==> src/rtl/mdu_hilo_if.sv <==
// Request/result bundle between the core and the multiply/divide unit.
// The core (master) issues start/op with the two register-file read buses;
// the unit (slave) returns busy/done and the architectural HI/LO registers.
interface mdu_hilo_if #(
  parameter int WIDTH = 32
);
  logic             start;
  logic [2:0]       op;
  logic [WIDTH-1:0] a;
  logic [WIDTH-1:0] b;
  logic             busy;
  logic             done;
  logic [WIDTH-1:0] hi;
  logic [WIDTH-1:0] lo;

  modport master (
    output start, op, a, b,
    input  busy, done, hi, lo
  );

  modport slave (
    input  start, op, a, b,
    output busy, done, hi, lo
  );
endinterface

==> src/rtl/mdu_hilo.sv <==
// Iterative multiply/divide unit holding the MIPS HI/LO registers.
// MULT/MULTU/DIV/DIVU run for ITERS iteration cycles plus one fix-up cycle,
// working on operand magnitudes; MTHI/MTLO write HI/LO directly from idle.
// ITERS is expected to equal WIDTH: one iteration consumes one operand bit.
module mdu_hilo #(
  parameter int WIDTH = 32,
  parameter int ITERS = 32
) (
  input logic     clk,
  input logic     rst,
  mdu_hilo_if.slave bus
);

  typedef enum logic [1:0] {
    IDLE,
    RUN,
    FIN
  } state_t;

  localparam int CW = (ITERS > 1) ? $clog2(ITERS) : 1;

  state_t state_q, state_d;

  logic [CW-1:0]        cnt;
  logic [2*WIDTH-1:0]   acc;
  logic [WIDTH-1:0]     magb;
  logic [WIDTH-1:0]     a_q;
  logic [WIDTH-1:0]     b_q;
  logic                 is_div;
  logic                 is_signed;
  logic                 done_q;
  logic [WIDTH-1:0]     hi_q;
  logic [WIDTH-1:0]     lo_q;

  logic                 idle_start;
  logic                 accept;
  logic                 do_mthi;
  logic                 do_mtlo;
  logic                 in_signed;
  logic [WIDTH-1:0]     mag_a;
  logic [WIDTH-1:0]     mag_b;

  logic [WIDTH:0]       mul_sum;
  logic [WIDTH:0]       div_shift;
  logic [WIDTH:0]       div_trial;
  logic [2*WIDTH-1:0]   acc_step;

  logic                 neg_res;
  logic                 neg_rem;
  logic [2*WIDTH-1:0]   prod_fix;
  logic [WIDTH-1:0]     quo_fix;
  logic [WIDTH-1:0]     rem_fix;
  logic [WIDTH-1:0]     fin_hi;
  logic [WIDTH-1:0]     fin_lo;

  // Request decode: op[2]=0 selects mul/div, op[1] selects divide, op[0] unsigned.
  // The unsigned WIDTH-bit magnitude of the most negative value is exactly
  // 2^(WIDTH-1), so it fits without overflow alongside the carry bit below.
  assign idle_start = (state_q == IDLE) && bus.start;
  assign accept     = idle_start && !bus.op[2];
  assign do_mthi    = idle_start && (bus.op == 3'd4);
  assign do_mtlo    = idle_start && (bus.op == 3'd5);
  assign in_signed  = !bus.op[0];
  assign mag_a      = (in_signed && bus.a[WIDTH-1]) ? -bus.a : bus.a;
  assign mag_b      = (in_signed && bus.b[WIDTH-1]) ? -bus.b : bus.b;

  // One iteration step. acc holds {partial, operand} for both operations:
  // multiply adds the multiplicand into the upper half and shifts right,
  // divide shifts left and keeps the trial subtraction if it did not borrow.
  always_comb begin
    mul_sum   = {1'b0, acc[2*WIDTH-1:WIDTH]} + (acc[0] ? {1'b0, magb} : '0);
    div_shift = acc[2*WIDTH-1:WIDTH-1];
    div_trial = div_shift - {1'b0, magb};
    acc_step  = {mul_sum, acc[WIDTH-1:1]};
    if (is_div) begin
      if (div_trial[WIDTH]) begin
        acc_step = {div_shift[WIDTH-1:0], acc[WIDTH-2:0], 1'b0};
      end else begin
        acc_step = {div_trial[WIDTH-1:0], acc[WIDTH-2:0], 1'b1};
      end
    end
  end

  // Sign correction applied in the closing cycle; a zero divisor bypasses it
  // so the architectural result is always all-ones quotient and HI=dividend.
  always_comb begin
    neg_res  = is_signed && (a_q[WIDTH-1] ^ b_q[WIDTH-1]);
    neg_rem  = is_signed && a_q[WIDTH-1];
    prod_fix = neg_res ? -acc : acc;
    quo_fix  = neg_res ? -acc[WIDTH-1:0] : acc[WIDTH-1:0];
    rem_fix  = neg_rem ? -acc[2*WIDTH-1:WIDTH] : acc[2*WIDTH-1:WIDTH];
    fin_hi   = prod_fix[2*WIDTH-1:WIDTH];
    fin_lo   = prod_fix[WIDTH-1:0];
    if (is_div) begin
      if (b_q == '0) begin
        fin_hi = a_q;
        fin_lo = '1;
      end else begin
        fin_hi = rem_fix;
        fin_lo = quo_fix;
      end
    end
  end

  // State register.
  always_ff @(posedge clk) begin
    if (rst) begin
      state_q <= IDLE;
    end else begin
      state_q <= state_d;
    end
  end

  // Next-state logic: idle until a mul/div is accepted, iterate, then one fix-up cycle.
  always_comb begin
    state_d = state_q;
    case (state_q)
      IDLE: begin
        if (accept) state_d = RUN;
      end
      RUN: begin
        if (cnt == CW'(ITERS - 1)) state_d = FIN;
      end
      FIN: begin
        state_d = IDLE;
      end
      default: begin
        state_d = IDLE;
      end
    endcase
  end

  // Datapath and HI/LO registers: latch operands on accept, step each RUN
  // cycle, commit the corrected result and pulse done at the FIN edge.
  always_ff @(posedge clk) begin
    if (rst) begin
      cnt       <= '0;
      acc       <= '0;
      magb      <= '0;
      a_q       <= '0;
      b_q       <= '0;
      is_div    <= 1'b0;
      is_signed <= 1'b0;
      done_q    <= 1'b0;
      hi_q      <= '0;
      lo_q      <= '0;
    end else begin
      done_q <= 1'b0;
      case (state_q)
        IDLE: begin
          cnt <= '0;
          if (accept) begin
            a_q       <= bus.a;
            b_q       <= bus.b;
            is_div    <= bus.op[1];
            is_signed <= in_signed;
            acc       <= {{WIDTH{1'b0}}, mag_a};
            magb      <= mag_b;
          end else if (do_mthi) begin
            hi_q <= bus.a;
          end else if (do_mtlo) begin
            lo_q <= bus.a;
          end
        end
        RUN: begin
          acc <= acc_step;
          cnt <= cnt + CW'(1);
        end
        FIN: begin
          hi_q   <= fin_hi;
          lo_q   <= fin_lo;
          done_q <= 1'b1;
          cnt    <= '0;
        end
        default: begin
          cnt <= '0;
        end
      endcase
    end
  end

  assign bus.busy = (state_q != IDLE);
  assign bus.done = done_q;
  assign bus.hi   = hi_q;
  assign bus.lo   = lo_q;

endmodule
==> src/flat_wrapper.sv <==
// flat-port wrapper written by rule: the top's interface ports become plain ports
module mdu_hilo_flat 
#(
  parameter int WIDTH = 32,
  parameter int ITERS = 32
)
  (clk, rst, bus_start, bus_op, bus_a, bus_b, bus_busy, bus_done, bus_hi, bus_lo);
  mdu_hilo_if #(.WIDTH(WIDTH)) bus_i ();
  input logic clk;
  input logic rst;
  input wire logic [$bits(bus_i.start)-1:0] bus_start;
  input wire logic [$bits(bus_i.op)-1:0] bus_op;
  input wire logic [$bits(bus_i.a)-1:0] bus_a;
  input wire logic [$bits(bus_i.b)-1:0] bus_b;
  output wire logic [$bits(bus_i.busy)-1:0] bus_busy;
  output wire logic [$bits(bus_i.done)-1:0] bus_done;
  output wire logic [$bits(bus_i.hi)-1:0] bus_hi;
  output wire logic [$bits(bus_i.lo)-1:0] bus_lo;
  assign bus_i.start = bus_start;
  assign bus_i.op = bus_op;
  assign bus_i.a = bus_a;
  assign bus_i.b = bus_b;
  assign bus_busy = bus_i.busy;
  assign bus_done = bus_i.done;
  assign bus_hi = bus_i.hi;
  assign bus_lo = bus_i.lo;
  mdu_hilo #(.WIDTH(WIDTH), .ITERS(ITERS)) u_core (.clk(clk), .rst(rst), .bus(bus_i));
endmodule
==> config.mk <==
export PLATFORM = sky130hd
export DESIGN_NAME = mdu_hilo_flat
export DESIGN_NICKNAME = d
export VERILOG_FILES = /design/src/rtl/mdu_hilo_if.sv /design/src/rtl/mdu_hilo.sv /design/src/flat_wrapper.sv
export SDC_FILE = /design/constraint.sdc
export NUM_CORES = 1
export LEC_CHECK = 0
export ABC_CLOCK_PERIOD_IN_PS = 5400
export CAP_MARGIN = 40
export CELL_PAD_IN_SITES_DETAIL_PLACEMENT = 0
export CELL_PAD_IN_SITES_GLOBAL_PLACEMENT = 2
export CORE_AREA = 2 2 197 247
export DETAILED_ROUTE_END_ITERATION = 10
export DIE_AREA = 0 0 199 249
export PLACE_DENSITY = 0.82
export SLEW_MARGIN = 30
export SYNTH_ARGS = -nofsm -noshare
export SYNTH_HDL_FRONTEND = slang
export SYNTH_SLANG_ARGS = --single-unit
export TNS_END_PERCENT = 30
==> constraint.sdc <==
create_clock -name clk -period 5.4 [get_ports clk]
set_input_delay 1.08 -clock clk [delete_from_list [all_inputs] [get_ports clk]]
set_output_delay 1.08 -clock clk [all_outputs]
set_load 0.01 [all_outputs]
==> summary.txt <==
Run status
  • Status: complete, no violations

Die
  • Die Wd: 199 µm
  • Row cnt: 89
  • Ports: ~140
  • Core area: roughly 47,000 µm²
  • Initial core utilization: 36.7%
  • Height of the chip: 249 µm
  • Die ar.: between 40,000 and 50,000 µm²

Global routing
  • Largest net degree at the start of global routing: 144
  • Total GRT Usage: 28.2%
  • First-pass GRT wire length: roughly 110 mm
  • Vias in the first global route: 17,900
  • Global route total overflow: 0
  • Initial antenna violation count: 0

Layout
  • Commonest non-fill, non-tap cells in the layout: 330 x nand2_1, 283 x a21oi_1, 241 x nor2_1
  • Nets: 2,576
  • Sequential Area: between 4000 and 5000 µm²
  • Leading cell type in the layout, fill and taps excluded: nand2_1
  • Final Core Density: 42.9%
  • Footprint of the multi-input gates: 11,700 µm²
  • Antenna Cells: 0
  • Layout area overhead: 16.8%
  • Layout fillers: 4,973
  • Layout cells sized above 1: 6.07%

Clock tree
  • Root Buffer: clkbuf_16
  • CTS resizes: 0
  • Post-cts hold buffer count: 0
  • Max Root-Sink Buffers: 3
  • Worst skew pair latency: 0.58 ns
  • CTS H-tree depth: 1
  • Cts bufs inserted: 28
  • Total clock sinks: 233
  • CTS tree: yes
  • # Post-CTS Setup Buffers: 0
  • Clock Pin Slew Worst Setup and Hold Paths: 0.07 ns

Synthesis
  • Fraction of registers with async set/reset: 0%
  • Largest cells by area after synthesis: dfxtp_1 27%, a21oi_1 8.2%, nand2_1 7.2%
  • Main synth FF type: dfxtp_1
  • FF+latch count, synth: 233
  • Synth Instances: 2,396
  • Post-Syn Area: ~17,000 µm²
  • Synth area leader: dfxtp_1
  • Cell variety after synth: 80
  • Post-synth EDFFs: 0
  • Synth Warn #: 0
  • Yosys top cell area share: 27.0%
  • Avg Cell Area, Syn: 7.22 µm²
  • Sequential area share after synthesis: between 20 and 30%
  • Syn Nets: 2,538

Critical path
  • Cells along the critical path: inv_1 > ha_1 > nor4b_4 > nand4_1 > or3_1 > or4_1 > nor3_1 > nand2b_1 > a22oi_1 > a2111oi_0 > buf_4 > o31ai_1
  • Slowest stage delay, CP: around 0.74 ns
  • CP delay by family, top: simple AND/OR/NAND/NOR gates
  • Critical Path AT: 4.76 ns
  • Slowest cell on the critical path: a2111oi_0
  • Critical path peak fanout: 8
  • Crit Path Category: flop to flop
  • CP Launch Type: flop
  • Worst Path Buf+Inv: 2
  • Crit. End Element: flop
  • Worst path required time: 5.86 ns

Timing
  • Worst rel slew slack: 43.8%
  • Setup TNS: 0 ns
  • Slew @ Worst Pin: approximately 0.84 ns
  • Final period util: 79.6%
  • Count of pins over their slew limit: 0
  • Final Hold Fails: 0
  • RSZ-0062 raised after global routing: no
  • Setup violators final: 0
  • Fmax: 233 MHz
  • Clock Skew: around 0.019 ns
  • Crit path time final: roughly 4.3 ns

Placement
  • Post-DP HPWL: 52.4 mm
  • Placer congestion estimate: 0.937
  • # port buffers: between 100 and 150

Pwr
  • Leakage power: roughly 7.5 nW
  • Max VDD drop: 254 µV
  • Pwr dens: 260 nW/µm²
  • Total Power: roughly 5.3 mW

Detailed routing
  • Remaining DRCs: 0
  • 1st-pass router iterations: 5
  • Final WL: 71.3 mm
  • Via count: 18,200
  • Iteration-0 DRC Markers: 1,272
  • Vias/cell: 5.90
  • Antenna viol nets, final: 0
  • Drt wl/cell: 23.0 µm

Min path
  • Hold WC Path Type: flop to flop

Flow run
  • Max-Cap Viols: 0
==> worst reg2reg max path, cell delays in order (launching register included) <==
cell and delay [ns]:
dfxtp_1 0.40, inv_1 0.20, ha_1 0.29, nor4b_4 0.33, nand4_1 0.34, or3_1 0.55
or4_1 0.53, nor3_1 0.29, nand2b_1 0.15, a22oi_1 0.08, a2111oi_0 0.74, buf_4 0.22
o31ai_1 0.06
==> synth_stat cells (all sizes together) (24+ instances only) <==
master  number
o21ai      158
inv         71
dfxtp      233
xnor2       89
o221ai      34
a31oi       26
a211oi      86
nor2       243
a21o        24
nor4        32
nand3       26
xor2        77
nand2      331
ha          70
a21oi      283
mux2i       42
nor3        47
clkbuf     169
==> metrics by stage <==
stage	setup slack [ns]	area, µm²	instances	hold slack, ns
2_1_floorplan	1.85	17300	2396	0.418
3_5_place_dp	0.915	19300	3040	0.436
5_1_grt	0.830	20200	3093	0.470
6_report	1.10	20200	3093	0.443
4_1_cts	1.10	20200	3092	0.445
3_3_place_gp	0.880	19200	3034	0.429
==> state kept, by name, indices dropped and copies added (netlist names) <==
signal	cells
u_core.acc	64
u_core.a_q	32
u_core.b_q	32
u_core.bus.hi	32
u_core.bus.lo	32
u_core.magb	31
u_core.cnt	5
u_core.state_q	2
u_core.bus.done	1
u_core.is_div	1
u_core.is_signed	1
==> metal layers <==
| metal | share of wire, % | up-vias | GRT usage [%] |
|---|---|---|---|
| met3 | 4.5 | 172 | 2.26 |
| met1 | 40 | 8771 | 33.7 |
| met4 | 6.1 | 0 | 15.8 |
| li1 | - | 8704 | - |
| met2 | 49 | 593 | 49.3 |
| met5 | 0 | - | 0 |
==> final timing paths <==
check | start | endpoint | slack (ns) | cells after the start
max | u_core.acc[32] | u_core.bus.hi[28] | 1.10 | 12
min | u_core.cnt[0] | u_core.cnt[0] | 0.44 | 1
max reg2reg | u_core.acc[32] | u_core.bus.hi[28] | 1.10 | 12
min reg2reg | u_core.cnt[0] | u_core.cnt[0] | 0.44 | 1
==> power breakdown <==
part	internal, mW	total [mW]	switching (mW)
Clock	1.14	1.97	0.829
Sequential	1.80	1.90	0.104
Combinational	0.506	1.39	0.883
Total	3.44	5.26	1.82
==> cell type report <==
| class | instances | share of cell area, % |
|---|---|---|
| clock inverters | 13 | 0.693 |
| inverters | 72 | 1.34 |
| repair buffers | 197 | 9.16 |
| multi-input cells | 1902 | 57.8 |
| clock buffers | 39 | 3.97 |
| flip-flops and latches | 233 | 23.1 |
| well taps | 637 | 3.94 |
==> cell families (layout without fill, tap and decap cells) <==
family	Yosys count	in the layout	synth area share, %
AO/OA/AOI/OAI	798	798	29.3
XOR/XNOR	166	166	8.40
adder cells (fa/ha/maj)	72	72	5.29
buffers and inverters	261	321	5.82
flip-flops	233	233	27.0
multiplexers	45	45	2.62
AND/OR/NAND/NOR	821	821	21.6
(Power assumes the default switching activity.)
